## src/rtl/timer_counter.sv

```systemverilog
// Two-digit BCD preset down-counter (phase timer). Reloads whenever RS changes.
// Define TIMER_COUNTER_AUTO_RELOAD_EN for periodic reload with a one-cycle QCC pulse.
module timer_counter #(
  parameter int unsigned PRESCALE = 1
) (
  input  logic       CP,
  input  logic       CR,
  input  logic [7:0] RS,
  output logic [7:0] Q,
  output logic       QCC
);

  localparam logic [15:0] PsMax = 16'(PRESCALE - 1);

  logic [7:0]  rs_q;
  logic        load_pend;
  logic [15:0] prescaler;

  logic [7:0]  rs_san;
  logic [7:0]  q_dec;
  logic [7:0]  q_step;
  logic        qcc_step;
  logic        load;

  function automatic logic [7:0] sanitise(input logic [7:0] v);
    logic [7:0] r;
    r[7:4] = (v[7:4] > 4'd9) ? 4'd9 : v[7:4];
    r[3:0] = (v[3:0] > 4'd9) ? 4'd9 : v[3:0];
    return r;
  endfunction

  always_comb begin
    rs_san = sanitise(RS);
    load   = load_pend || (RS != rs_q);
    // BCD decrement; only used while Q != 00, so tens never underflows
    if (Q[3:0] == 4'd0) begin
      q_dec = {Q[7:4] - 4'd1, 4'd9};
    end else begin
      q_dec = {Q[7:4], Q[3:0] - 4'd1};
    end
    q_step   = q_dec;
    qcc_step = (q_dec == 8'h00);
`ifdef TIMER_COUNTER_AUTO_RELOAD_EN
    if (q_dec == 8'h00) begin
      q_step = sanitise(rs_q);
    end
`endif
  end

  always_ff @(posedge CP or negedge CR) begin
    if (!CR) begin
      Q         <= 8'h00;
      QCC       <= 1'b0;
      rs_q      <= 8'h00;
      load_pend <= 1'b1;
      prescaler <= 16'd0;
    end else if (load) begin
      Q         <= rs_san;
      QCC       <= (rs_san == 8'h00);
      rs_q      <= RS;
      load_pend <= 1'b0;
      prescaler <= 16'd0;
    end else if (Q != 8'h00) begin
      // QCC is low whenever Q is non-zero, except for the reload pulse
      if (prescaler == PsMax) begin
        prescaler <= 16'd0;
        Q         <= q_step;
        QCC       <= qcc_step;
      end else begin
        prescaler <= prescaler + 16'd1;
        QCC       <= 1'b0;
      end
    end
  end

endmodule

```

## config.mk

```make
export PLATFORM = sky130hd
export DESIGN_NAME = timer_counter
export DESIGN_NICKNAME = d
export VERILOG_FILES = /design/src/rtl/timer_counter.sv
export SDC_FILE = /design/constraint.sdc
export NUM_CORES = 1
export LEC_CHECK = 0
export ABC_AREA = 1
export CORE_ASPECT_RATIO = 1.5
export CORE_MARGIN = 10
export CORE_UTILIZATION = 50
export DETAILED_ROUTE_END_ITERATION = 6
export PLACE_DENSITY = 0.8
export SYNTH_ARGS = -nofsm -noshare
export SYNTH_HDL_FRONTEND = slang
export SYNTH_SLANG_ARGS = --single-unit
```

## constraint.sdc

```tcl
create_clock -name CP -period 2.1 [get_ports CP]
set_input_delay 0.42 -clock CP [delete_from_list [all_inputs] [get_ports CP]]
set_output_delay 0.42 -clock CP [all_outputs]
set_load 0.03 [all_outputs]
```

==> out/summary.log <==
[run_status] run status completed
[detailed_routing] number of design rule violations left after detail routing 0
[global_route] antenna violations before repair 0
[worst_setup_path] destination of the worst register-to-register timing path QCC$_DFFE_PN0P_
[die] horizontal die dimension 73.8 um
[sta] setup clock skew after layout 0.00689 ns
[global_route] remaining global-route overflow 0
[clock_network] later-pin clock latency in the skew report 0.29 ns
[clock_network] post-cts hold buffer count 0
[hold_path] path category of the worst min-delay check in -> async
[worst_setup_path] R2R setup slack 0.41 ns
[detailed_routing] number of nets with antenna violations after detailed routing 0
[layout] number of diodes 0
[sta] maximum operating frequency 530 MHz
[placement] I/O Buffers 18
[worst_setup_path] stage delay of the slowest cell on the critical path 0.72 ns
[worst_setup_path] critical path peak fanout 6
[synth] number of warning messages in the yosys log 0
[sta] headroom to the max-slew limit 66.9%
[synth] average cell area after synthesis 6.67 um^2
[worst_setup_path] CP arrival 1.47 ns
[sta] setup repair after global routing missed its margin no
[detailed_routing] number of iterations in the first detailed-routing pass 4
[placement] GP Congestion 0.864
[sta] Post-Route Setup TNS 0 ns
[synth] sequential area share after synthesis 39.3%
[die] core area 0.00421 mm^2
[synth] Yosys top cell area share 38.1%
[power_and_ir_drop] worst voltage drop across the vdd grid 563 uV
[synth] Post-Synthesis Cell Area 0.00217 mm^2
[clock_network] total clock buffers created by CTS 5
[clock_network] buffer levels on the longest clock path 2
[clock_network] number of clock sinks 34
[clock_network] clock tree from TritonCTS yes
[power_and_ir_drop] Total Power 1360 uW
[synth] leading post-synthesis cells by cell area sky130_fd_sc_hd__dfrtp_1, sky130_fd_sc_hd__nand2_1, sky130_fd_sc_hd__inv_1
[die] I/O pin count 19
[sta] ratio of final minimum period to clock period 89.8%
[sta] final count of pins violating max slew 0
[layout] commonest non-fill, non-tap cell in the layout sky130_fd_sc_hd__nand2_1
[detailed_routing] routed via count divided by cell count 5.00
[power_and_ir_drop] Leak 0.00137 uW
[sta] final hold violation count 0
[synth] post-synth net total 339
[worst_setup_path] WP depth 1
[worst_setup_path] capturing instance or port of the critical path Q[0]
[global_route] overall global routing resource usage 14.6%
[global_route] first-pass GRT wire length 8780 um
[die] die height 101 um
[worst_setup_path] Critical path buffers and inverters 1
[clock_network] Gates resized, CTS repair 0
[worst_setup_path] critical path startpoint category register
[global_route] via count of the first global-routing pass 2086
[die] number of rows created at floorplan 29
[detailed_routing] routed vias 2005
[synth] unique cell type count in the Yosys netlist 30
[detailed_routing] Avg WL per Cell 12.3 um
[placement] DP Wirelength 3770 um
[clock_network] clock slew at the register clock pins of the worst setup and hold paths 0.07 ns
[layout] area delta synth->final 18.9%
[layout] layout cells sized above 1 10.1%
[worst_setup_path] Worst setup startpoint Q[0]$_DFFE_PN0P_
[worst_setup_path] cell at the slowest stage of the critical path sky130_fd_sc_hd__clkdlybuf4s50_1
[worst_setup_path] r2r worst-path depth 8
[clock_network] clk root buf sky130_fd_sc_hd__clkbuf_8
[worst_setup_path] top cell family by delay on the critical path buffers and inverters
[layout] commonest non-fill, non-tap cells in the layout sky130_fd_sc_hd__nand2_1, sky130_fd_sc_hd__inv_1, sky130_fd_sc_hd__dfrtp_1, sky130_fd_sc_hd__nor2_1, sky130_fd_sc_hd__nand3_1
[power_and_ir_drop] PwrDens 526 mW/mm^2
[flow_run] number of max-cap violations 0
[synth] cell count after synthesis 325
[global_route] pin count of the biggest net entering global routing 35
[worst_setup_path] kind of capture point of the worst setup path output pin
[detailed_routing] total wirelength of the detailed-routed design 4950 um
[worst_setup_path] critical path start-end classification reg -> out
[worst_setup_path] cell-by-cell listing of the critical path clkdlybuf4s50_1
[synth] cell type with the highest aggregate area in the netlist sky130_fd_sc_hd__dfrtp_1
[layout] number of fillers in the final layout 390
[clock_network] number of buffers inserted to repair setup after CTS 0
[die] area of the die 0.00743 mm^2
[worst_setup_path] launch point of the worst reg-to-reg path Q[0]$_DFFE_PN0P_
[synth] register bit count reported by yosys 34
[worst_setup_path] required arrival time at the worst endpoint 1.68 ns
[layout] final layout net count 368
[sta] post-layout minimum cycle time 1.89 ns
[clock_network] CTS H-tree depth 2
[sta] setup violators final 0
[die] starting utilization of the core area 51.5%
[sta] Worst Tran Pin Value 0.493 ns
[detailed_routing] DR iter-0 viols 90
flip-flops by register name, summed over array words and instances, names as in the netlist:
| name | count |
|---|---|
| rs_q | 8 |
| load_pend | 1 |
| QCC | 1 |
| prescaler | 16 |
| Q | 8 |
report_power, final:
group | switching, uW | internal [uW] | total [uW]
clock network | 235 | 264 | 499
registers | 17.2 | 673 | 690
logic | 97.0 | 70.5 | 168
total | 349 | 1010 | 1360
worst min-delay path by stage:
stage / startpoint / endpoint / slack (ns) / depth (start not counted)
after floorplan: CR / QCC$_DFFE_PN0P_ / 0.12 / 0
after global placement: prescaler[14]$_DFFE_PN0P_ / prescaler[14]$_DFFE_PN0P_ / 0.50 / 2
after detailed placement: Q[4]$_DFFE_PN0P_ / Q[4]$_DFFE_PN0P_ / 0.51 / 2
after CTS: Q[4]$_DFFE_PN0P_ / Q[4]$_DFFE_PN0P_ / 0.53 / 2
after global routing: Q[4]$_DFFE_PN0P_ / Q[4]$_DFFE_PN0P_ / 0.56 / 2
final: CR / prescaler[9]$_DFFE_PN0P_ / 0.53 / 2
metrics by stage:
| stage | util [%] | cells | area [um^2] | worst slack (ns) | hold WS, ns |
|---|---|---|---|---|---|
| 3_5_place_dp | 59.1 | 393 | 2490 | -0.0185 | 0.505 |
| 3_3_place_gp | 59.1 | 393 | 2490 | 0.0234 | 0.496 |
| 6_report | 61.3 | 401 | 2580 | 0.214 | 0.531 |
| 4_1_cts | 61.3 | 401 | 2580 | 0.203 | 0.528 |
| 5_1_grt | 61.3 | 401 | 2580 | 0.0813 | 0.560 |
| 2_1_floorplan | - | 325 | 2170 | 0.458 | 0.124 |
routing by layer:
layer | vias to the layer above | wire (um) | GRT usage, %
met5 | - | 0 | 0
li1 | 1048 | - | -
met3 | 15 | 236 | 4.04
met2 | 43 | 2660 | 26.1
met1 | 899 | 1920 | 14.6
met4 | 0 | 127 | 7.48
cell usage after synthesis:
library cell                    instances
sky130_fd_sc_hd__nor4_1                 1
sky130_fd_sc_hd__nand2_1              122
sky130_fd_sc_hd__nand2_4                1
sky130_fd_sc_hd__a21oi_2                2
sky130_fd_sc_hd__nand3_4                1
sky130_fd_sc_hd__nor2_1                33
sky130_fd_sc_hd__dlygate4sd1_1          1
sky130_fd_sc_hd__nor3_1                10
sky130_fd_sc_hd__inv_2                  3
sky130_fd_sc_hd__a21oi_1                7
sky130_fd_sc_hd__clkbuf_1               7
sky130_fd_sc_hd__nor2_2                 1
sky130_fd_sc_hd__conb_1                 1
sky130_fd_sc_hd__nand2_2                1
sky130_fd_sc_hd__inv_1                 46
sky130_fd_sc_hd__buf_6                  1
sky130_fd_sc_hd__ha_1                   4
sky130_fd_sc_hd__dfstp_2                1
sky130_fd_sc_hd__dfrtp_1               33
sky130_fd_sc_hd__o21bai_1               1
sky130_fd_sc_hd__o21ai_1                2
sky130_fd_sc_hd__nor2_4                 1
sky130_fd_sc_hd__or2_2                  1
sky130_fd_sc_hd__o21ai_0                6
sky130_fd_sc_hd__xor2_1                 5
sky130_fd_sc_hd__nand3_1               24
sky130_fd_sc_hd__buf_12                 1
sky130_fd_sc_hd__nand3_2                1
sky130_fd_sc_hd__buf_2                  2
sky130_fd_sc_hd__nand4_1                5
cell families after synthesis:
logic type / synth area share (%)
AO/OA/AOI/OAI: 4.62
flip-flops: 39.3
other: 0.173
AND/OR/NAND/NOR: 39.6
adder cells (fa/ha/maj): 2.31
XOR/XNOR: 2.02
buffers and inverters: 12.0
area by class of cell:
class,instances,area (um^2),share of cell area [%]
inverters,49,184,7.13
flip-flops and latches,34,852,33.0
clock buffers,7,86.3,3.35
well taps,46,57.6,2.23
multi-input cells,230,1060,41.0
clock inverters,1,5.00,0.194
repair buffers,34,338,13.1
(Power assumes the default switching activity.)
